## config.mk

```make
export PLATFORM = sky130hd
export DESIGN_NAME = sha_nonce_scheduler
export DESIGN_NICKNAME = d
export VERILOG_FILES = /design/src/rtl/sha_nonce_scheduler.sv
export SDC_FILE = /design/constraint.sdc
export NUM_CORES = 1
export LEC_CHECK = 0
export CAP_MARGIN = 5
export CORE_ASPECT_RATIO = 0.6
export CORE_MARGIN = 2
export CORE_UTILIZATION = 65
export DETAILED_ROUTE_END_ITERATION = 10
export DONT_BUFFER_PORTS = 1
export PLACE_DENSITY_LB_ADDON = 0.15
export SLEW_MARGIN = 10
export SYNTH_ARGS = -nofsm -noshare
export SYNTH_HDL_FRONTEND = slang
export SYNTH_SLANG_ARGS = --single-unit
```

## constraint.sdc

```tcl
create_clock -name clk -period 24.4 [get_ports clk]
set_input_delay 0 -clock clk [delete_from_list [all_inputs] [get_ports clk]]
set_output_delay 0 -clock clk [all_outputs]
set_load 0.03 [all_outputs]
```

## src/rtl/sha_nonce_scheduler.sv

```systemverilog
// ============================================================================
// Module   : sha_nonce_scheduler
// Brief    : Spreads a contiguous nonce range over NUM_CORES SHA-256 engines
//            and returns one hash word per nonce over a valid/ready port.
//            Optional early stop on target hit: SHA_SCHED_TARGET_EN.
// Revision : 1.0
// ============================================================================
`default_nettype none

module sha_nonce_scheduler #(
  parameter int NUM_CORES  = 4,
  parameter int NUM_NONCES = 16
) (
  input  logic                   clk,
  input  logic                   reset,
  input  logic                   start,
  input  logic [31:0]            nonce_base,
  output logic [NUM_CORES-1:0]   core_start,
  output logic [32*NUM_CORES-1:0] core_nonce,
  input  logic [NUM_CORES-1:0]   core_done,
  input  logic [32*NUM_CORES-1:0] core_hash,
  output logic                   res_valid,
  input  logic                   res_ready,
  output logic [31:0]            res_nonce,
  output logic [31:0]            res_hash,
  output logic                   busy,
  output logic                   done
`ifdef SHA_SCHED_TARGET_EN
  ,
  input  logic [31:0]            target,
  output logic                   res_hit
`endif
);

  localparam int          IDX_W        = (NUM_CORES > 1) ? $clog2(NUM_CORES) : 1;
  localparam logic [16:0] C_NUM_NONCES = 17'(NUM_NONCES);

  typedef enum logic [1:0] {S_IDLE, S_DISPATCH, S_DRAIN, S_FINISH} state_t;
  typedef enum logic [1:0] {C_IDLE, C_RUN, C_HELD} core_st_t;

  state_t               state_q;
  core_st_t             cst_q   [NUM_CORES];
  logic [31:0]          nonce_q [NUM_CORES];
  logic [31:0]          hash_q  [NUM_CORES];
  logic [31:0]          base_q;
  logic [16:0]          issued_q, retired_q, limit_q;
  logic [16:0]          issued_d, retired_d, limit_d;
  logic [IDX_W-1:0]     ptr_q, lock_idx_q;
  logic                 lock_q;
  logic [NUM_CORES-1:0] core_start_q;
  logic                 busy_q, done_q;

  logic [NUM_CORES-1:0] w_held, w_idle;
  logic                 w_free, w_any_held, w_found;
  logic [IDX_W-1:0]     w_free_idx, w_rr_idx, w_sel, w_ptr_next;
  logic                 w_start_job, w_launch, w_accept, w_hit;
  logic [31:0]          w_launch_nonce;

  always_comb begin
    for (int c = 0; c < NUM_CORES; c++) begin
      w_held[c] = (cst_q[c] == C_HELD);
      w_idle[c] = (cst_q[c] == C_IDLE);
    end
  end

  always_comb begin
    w_free     = 1'b0;
    w_free_idx = '0;
    for (int c = NUM_CORES - 1; c >= 0; c--) begin
      if (w_idle[c]) begin
        w_free     = 1'b1;
        w_free_idx = IDX_W'(c);
      end
    end
  end

  // Round-robin pick of a held slot, scanning upward from the pointer.
  always_comb begin
    logic [IDX_W-1:0] idx;
    w_rr_idx = '0;
    w_found  = 1'b0;
    idx      = '0;
    for (int k = 0; k < NUM_CORES; k++) begin
      idx = IDX_W'((int'(ptr_q) + k) % NUM_CORES);
      if (!w_found && w_held[idx]) begin
        w_found  = 1'b1;
        w_rr_idx = idx;
      end
    end
  end

  assign w_any_held = |w_held;
  // A stalled presentation stays on the same slot even if an earlier slot fills.
  assign w_sel      = lock_q ? lock_idx_q : w_rr_idx;
  assign w_accept   = w_any_held & res_ready;
  assign w_ptr_next = (w_sel == IDX_W'(NUM_CORES - 1)) ? '0 : w_sel + IDX_W'(1);

  assign w_start_job    = (state_q == S_IDLE) && start;
  assign w_launch       = w_free && (w_start_job ||
                          (state_q == S_DISPATCH && issued_q < limit_q));
  assign w_launch_nonce = w_start_job ? nonce_base : base_q + 32'(issued_q);

`ifdef SHA_SCHED_TARGET_EN
  logic [31:0] target_q;
  assign w_hit   = w_any_held && (hash_q[w_sel] < target_q);
  assign res_hit = w_hit;

  always_ff @(posedge clk or posedge reset) begin
    if (reset)            target_q <= '0;
    else if (w_start_job) target_q <= target;
  end
`else
  assign w_hit = 1'b0;
`endif

  always_comb begin
    issued_d  = issued_q + {16'd0, w_launch};
    retired_d = retired_q + {16'd0, w_accept};
    limit_d   = limit_q;
    if (state_q == S_DISPATCH && w_accept && w_hit) limit_d = issued_d;
  end

  always_ff @(posedge clk or posedge reset) begin
    if (reset) begin
      state_q      <= S_IDLE;
      base_q       <= '0;
      issued_q     <= '0;
      retired_q    <= '0;
      limit_q      <= '0;
      ptr_q        <= '0;
      lock_q       <= 1'b0;
      lock_idx_q   <= '0;
      core_start_q <= '0;
      busy_q       <= 1'b0;
      done_q       <= 1'b0;
    end else begin
      core_start_q <= '0;
      done_q       <= 1'b0;
      if (w_launch) core_start_q <= NUM_CORES'(1) << w_free_idx;

      if (w_start_job) begin
        ptr_q  <= '0;
        lock_q <= 1'b0;
      end else begin
        lock_q     <= w_any_held & ~res_ready;
        lock_idx_q <= w_sel;
        if (w_accept) ptr_q <= w_ptr_next;
      end

      case (state_q)
        S_IDLE: begin
          if (start) begin
            base_q    <= nonce_base;
            issued_q  <= 17'd1;
            retired_q <= '0;
            limit_q   <= C_NUM_NONCES;
            busy_q    <= 1'b1;
            state_q   <= (C_NUM_NONCES == 17'd1) ? S_DRAIN : S_DISPATCH;
          end
        end
        S_DISPATCH, S_DRAIN: begin
          issued_q  <= issued_d;
          retired_q <= retired_d;
          limit_q   <= limit_d;
          if (retired_d == limit_d) begin
            state_q <= S_FINISH;
            done_q  <= 1'b1;
            busy_q  <= 1'b0;
          end else if (issued_d == limit_d) begin
            state_q <= S_DRAIN;
          end else begin
            state_q <= S_DISPATCH;
          end
        end
        S_FINISH: state_q <= S_IDLE;
        default:  state_q <= S_IDLE;
      endcase
    end
  end

  for (genvar c = 0; c < NUM_CORES; c++) begin : g_core
    always_ff @(posedge clk or posedge reset) begin
      if (reset) begin
        cst_q[c]   <= C_IDLE;
        nonce_q[c] <= '0;
        hash_q[c]  <= '0;
      end else if (w_launch && w_free_idx == IDX_W'(c)) begin
        cst_q[c]   <= C_RUN;
        nonce_q[c] <= w_launch_nonce;
      end else if (cst_q[c] == C_RUN && core_done[c]) begin
        cst_q[c]   <= C_HELD;
        hash_q[c]  <= core_hash[32*c +: 32];
      end else if (cst_q[c] == C_HELD && w_accept && w_sel == IDX_W'(c)) begin
        cst_q[c]   <= C_IDLE;
      end
    end

    assign core_nonce[32*c +: 32] = nonce_q[c];
  end

  assign core_start = core_start_q;
  assign busy       = busy_q;
  assign done       = done_q;
  assign res_valid  = w_any_held;
  assign res_nonce  = w_any_held ? nonce_q[w_sel] : 32'd0;
  assign res_hash   = w_any_held ? hash_q[w_sel]  : 32'd0;

endmodule

`default_nettype wire
```

==> impl.org <==
** Clocking
- Clock-pin slew on the worst setup and hold paths :: 70 ps
- Post CTS Setup Buffer Count :: 0
- Clock buffer count from CTS :: 30
- Post-CTS repair changed the size of 0 cells.
- At the later pin of the worst-skew pair, clock insertion delay measures 610 ps.
- Clock root buffer :: clkbuf_16
- CTS saw between 300 and 400 sinks.
- Level count of the clock H-tree :: 1
- Maximum count of clock buffers along a single path :: 3
- TritonCTS built the clock tree.

** Routing
- The detail route stage leaves a number of antenna-violating nets equal to 0.
- After detailed routing, the number of vias per cell comes to 6.77.
- Vias :: between 10000 and 15000
- The first detailed-routing pass ran for 5 iterations.
- In the routed design, unresolved DRC markers number 0.
- After detailed routing, the average wire length per cell comes to ~27 um.
- Total Wirelength :: 56300 um
- 1st-iter DRT viols :: around 1700

** Setup path
- The worst setup path is launched from a register.
- The signal on the critical path passes through inv_1 > ha_1 > and2_2 > buf_4 > a41oi_1 > nor2_1 > ha_1 > ha_1 > nand2_1 > nor3_1 > a21oi_1 > and3b_1 > o2111ai_1 > or3_1 > o21ai_0 > a31oi_1.
- The largest single stage delay on the critical path is 530 ps.
- Slowest cell on the critical path :: buf_4
- STA puts the critical path data required time at 24860 ps.
- STA classifies the critical path endpoint as a register.
- For the worst setup path, the data arrival time is roughly 5200 ps.
- Critical path peak fanout :: 65
- Crit path kind :: reg -> reg
- The most numerous cell type found on the critical path is ha_1.

** Global route
- The first global-routing pass estimated 84900 um of wire.
- Entering global routing, the biggest net connects about 130 pins.
- Antenna violations before repair :: 4
- Met1 track demand over resource :: 54.9%
- Number of global-route vias before repair :: 13527
- Met3 track utilization from global routing :: 13.3%
- Layer with the highest usage :: met2
- GRT met2 Usage :: around three fifths
- Across every metal layer, demand over resource in global routing totals about 40%.
- Overflow left after global routing :: 0

** Synthesis
- Synthesis produced about 1600 cells.
- Number of register bits inferred by synthesis :: ~340
- Mean instance size in the synthesized netlist :: 11.0 um2
- Counting distinct cell types in the post-synthesis netlist gives 71.
- During synthesis, Yosys emitted a total of 0 warnings.
- Total standard cell area after synthesis :: around 0.017 mm2
- Ys async rst share :: 100%
- The number of nets in the synthesized netlist is 1774.
- Number of synthesized flops with an enable pin :: 0
- Ys flop type :: dfrtp_1
- For this run, the register share of the synthesized area comes to 49.5%.

** Pwr
- Pwr/cell area :: 162 mW/mm2
- Across the VDD grid, the largest voltage drop is about 0.11 mV.
- For this design the static power due to leakage is 0.00883 uW.

** Layout
- FILL cells :: about 1600
- Leaving out fill and tap cells, the most frequent cells in the layout are dfrtp_1, nand2_1, dlygate4sd3_1.
- The library cell used most frequently in the layout, excluding fill and tap cells, is dfrtp_1.
- At the end of the flow, the number of nets in the layout was 1890.
- Registers take 0.00861 mm2.
- Footprint of the multi-input gates :: 0.00826 mm2
- Area Overhead vs Synth :: 16.8%
- Ratio of cells with drive above 1 in the final layout :: 18.8%

** Floorplan
- In this run the vertical extent of the chip is approximately 130 um.
- Core Area :: about 0.026 mm2
- Chip width :: approximately 220 um
- The die covers around 0.028 mm2.
- Num rows :: 46
- For this configuration, the core starts out at a cell density of 66.0%.
- For this design the top-level I/O count stands at 367.

** Worst hold path
- Worst hold-check path type :: in -> reg

** Job
- The tool flagged a number of max-cap violations equal to 0.

** Timing
- Number of failing hold endpoints at the final stage :: 0
- After layout, the worst setup slack is 19660 ps.
- Post-layout min period :: 4740 ps
- Measured against its own limit, the worst slew margin works out to 15.9%.
- Final-report setup violation count :: 0
- Highest clock frequency the design can meet :: 211 MHz
- Across the routed clock network, the largest skew measured is about 32 ps.
- Setup repair after global routing left no endpoint under its margin.
- Final max-slew violation count :: 0
- For the pin with the worst max-slew slack, the measured transition is between 1000 and 1500 ps.
- Period utilisation layout :: around 19%
- Summed over all failing endpoints, the final setup total negative slack is 0 ps.

** Placed design
- PortBufs :: 0
- Post-DP HPWL :: 35500 um
- Worst slack after detailed placement :: 19820 ps
- Final weighted congestion in routability-driven placement :: just over 0.9

** Run status
- The run finished with clean final reports.
final cells by class:
class / count / share of cell area [%]
clock inverters: 18 / 1.24
diodes: 4 / 0.0493
multi-input cells: 1107 / 40.7
well taps: 360 / 2.22
flip-flops and latches: 344 / 42.4
clock buffers: 37 / 4.02
repair buffers: 184 / 8.87
inverters: 26 / 0.518
logic make-up (layout without fill, tap and decap cells):
kind of cell,Yosys count,count (layout),synth area share [%]
buf+inv,126,265,3.10
xor+xnor,18,18,0.907
simple gates,537,537,14.8
compound gates,290,290,10.4
fa+ha+maj,29,29,2.13
mux,233,233,19.2
other cells,0,4,0
flops,344,344,49.5
critical path, delay by kind of cell, from the launching register on:
kind | cells | cell delay [ps]
buffers and inverters | 2 | 610
adders and majority gates | 3 | 900
DFF | 1 | 430
AOI/OAI and AO/OA | 5 | 890
and+or+nand+nor | 6 | 1740
Yosys cell counts, drive strengths merged (7+ instances only):
library cell | count | share of area (%)
a21oi | 38 | 1.1
or4 | 8 | 0.35
nand2 | 256 | 5.5
dfrtp | 344 | 50
or3 | 7 | 0.29
and2 | 70 | 2.5
o21ai | 132 | 3.8
clkbuf | 68 | 1.5
xnor2 | 13 | 0.65
mux2 | 164 | 11
nor4 | 9 | 0.58
nand2b | 9 | 0.32
mux4 | 64 | 8.3
nor3 | 21 | 0.66
o21a | 10 | 0.43
nor2 | 78 | 1.7
o31ai | 43 | 1.9
ha | 28 | 2.0
a31oi | 17 | 0.61
buf | 31 | 0.94
and3 | 10 | 0.37
nand3 | 36 | 1.1
inv | 26 | 0.56
nand4 | 11 | 0.40
routing by layer:
metal  wire length, um  part of all wire [%]
met1             21600                    38
met2             25300                    45
met3              7170                    13
met4              2200                   3.9
met5                13                 0.023
final timing paths:
path / slack (ps) / start / to / depth (start not counted)
min reg2reg: 500 / base_q[0] / base_q[0] / 2
max in group asynchronous: 21820 / reset / core_nonce[83] / 4
min in group asynchronous: 120 / reset / base_q[28] / 2
min: 70 / nonce_base[26] / base_q[26] / 3
max: 19660 / state_q[0] / state_q[0] / 16
max reg2reg: 19660 / state_q[0] / state_q[0] / 16
state kept, by name, indices dropped and copies added, names as in the netlist:
signal,cells
done,1
lock_q,1
hash_q,128
core_start,4
lock_idx_q,2
issued_q,17
cst_q,8
busy,1
core_nonce,128
ptr_q,2
state_q,2
retired_q,17
limit_d,1
base_q,32
what timing repair did:
item / in CTS / in global routing
hold buffers: 168 / 0
endpoints found under the setup margin: 0 / 0
hold endpoints to repair: 418 / 0
report_power, final:
group / total [uW] / switching, uW / internal (uW)
Clock: 527 / 234 / 293
Combinational: 1530 / 938 / 590
Sequential: 1240 / 427 / 808
Total: 3290 / 1600 / 1690
through the flow:
stage	cell area [um2]	std cells	hold WS, ps	power (uW)	utilization, %
4_1_cts	20300	2076	47.5	3190	77.0
3_3_place_gp	17500	1853	72.5	2580	66.6
5_1_grt	20300	2077	83.7	3410	77.0
2_1_floorplan	17400	1577	70.3	2300	-
3_5_place_dp	17500	1853	83.4	2640	66.6
6_report	20300	2080	71.9	3290	77.0
(Power assumes the default switching activity.)
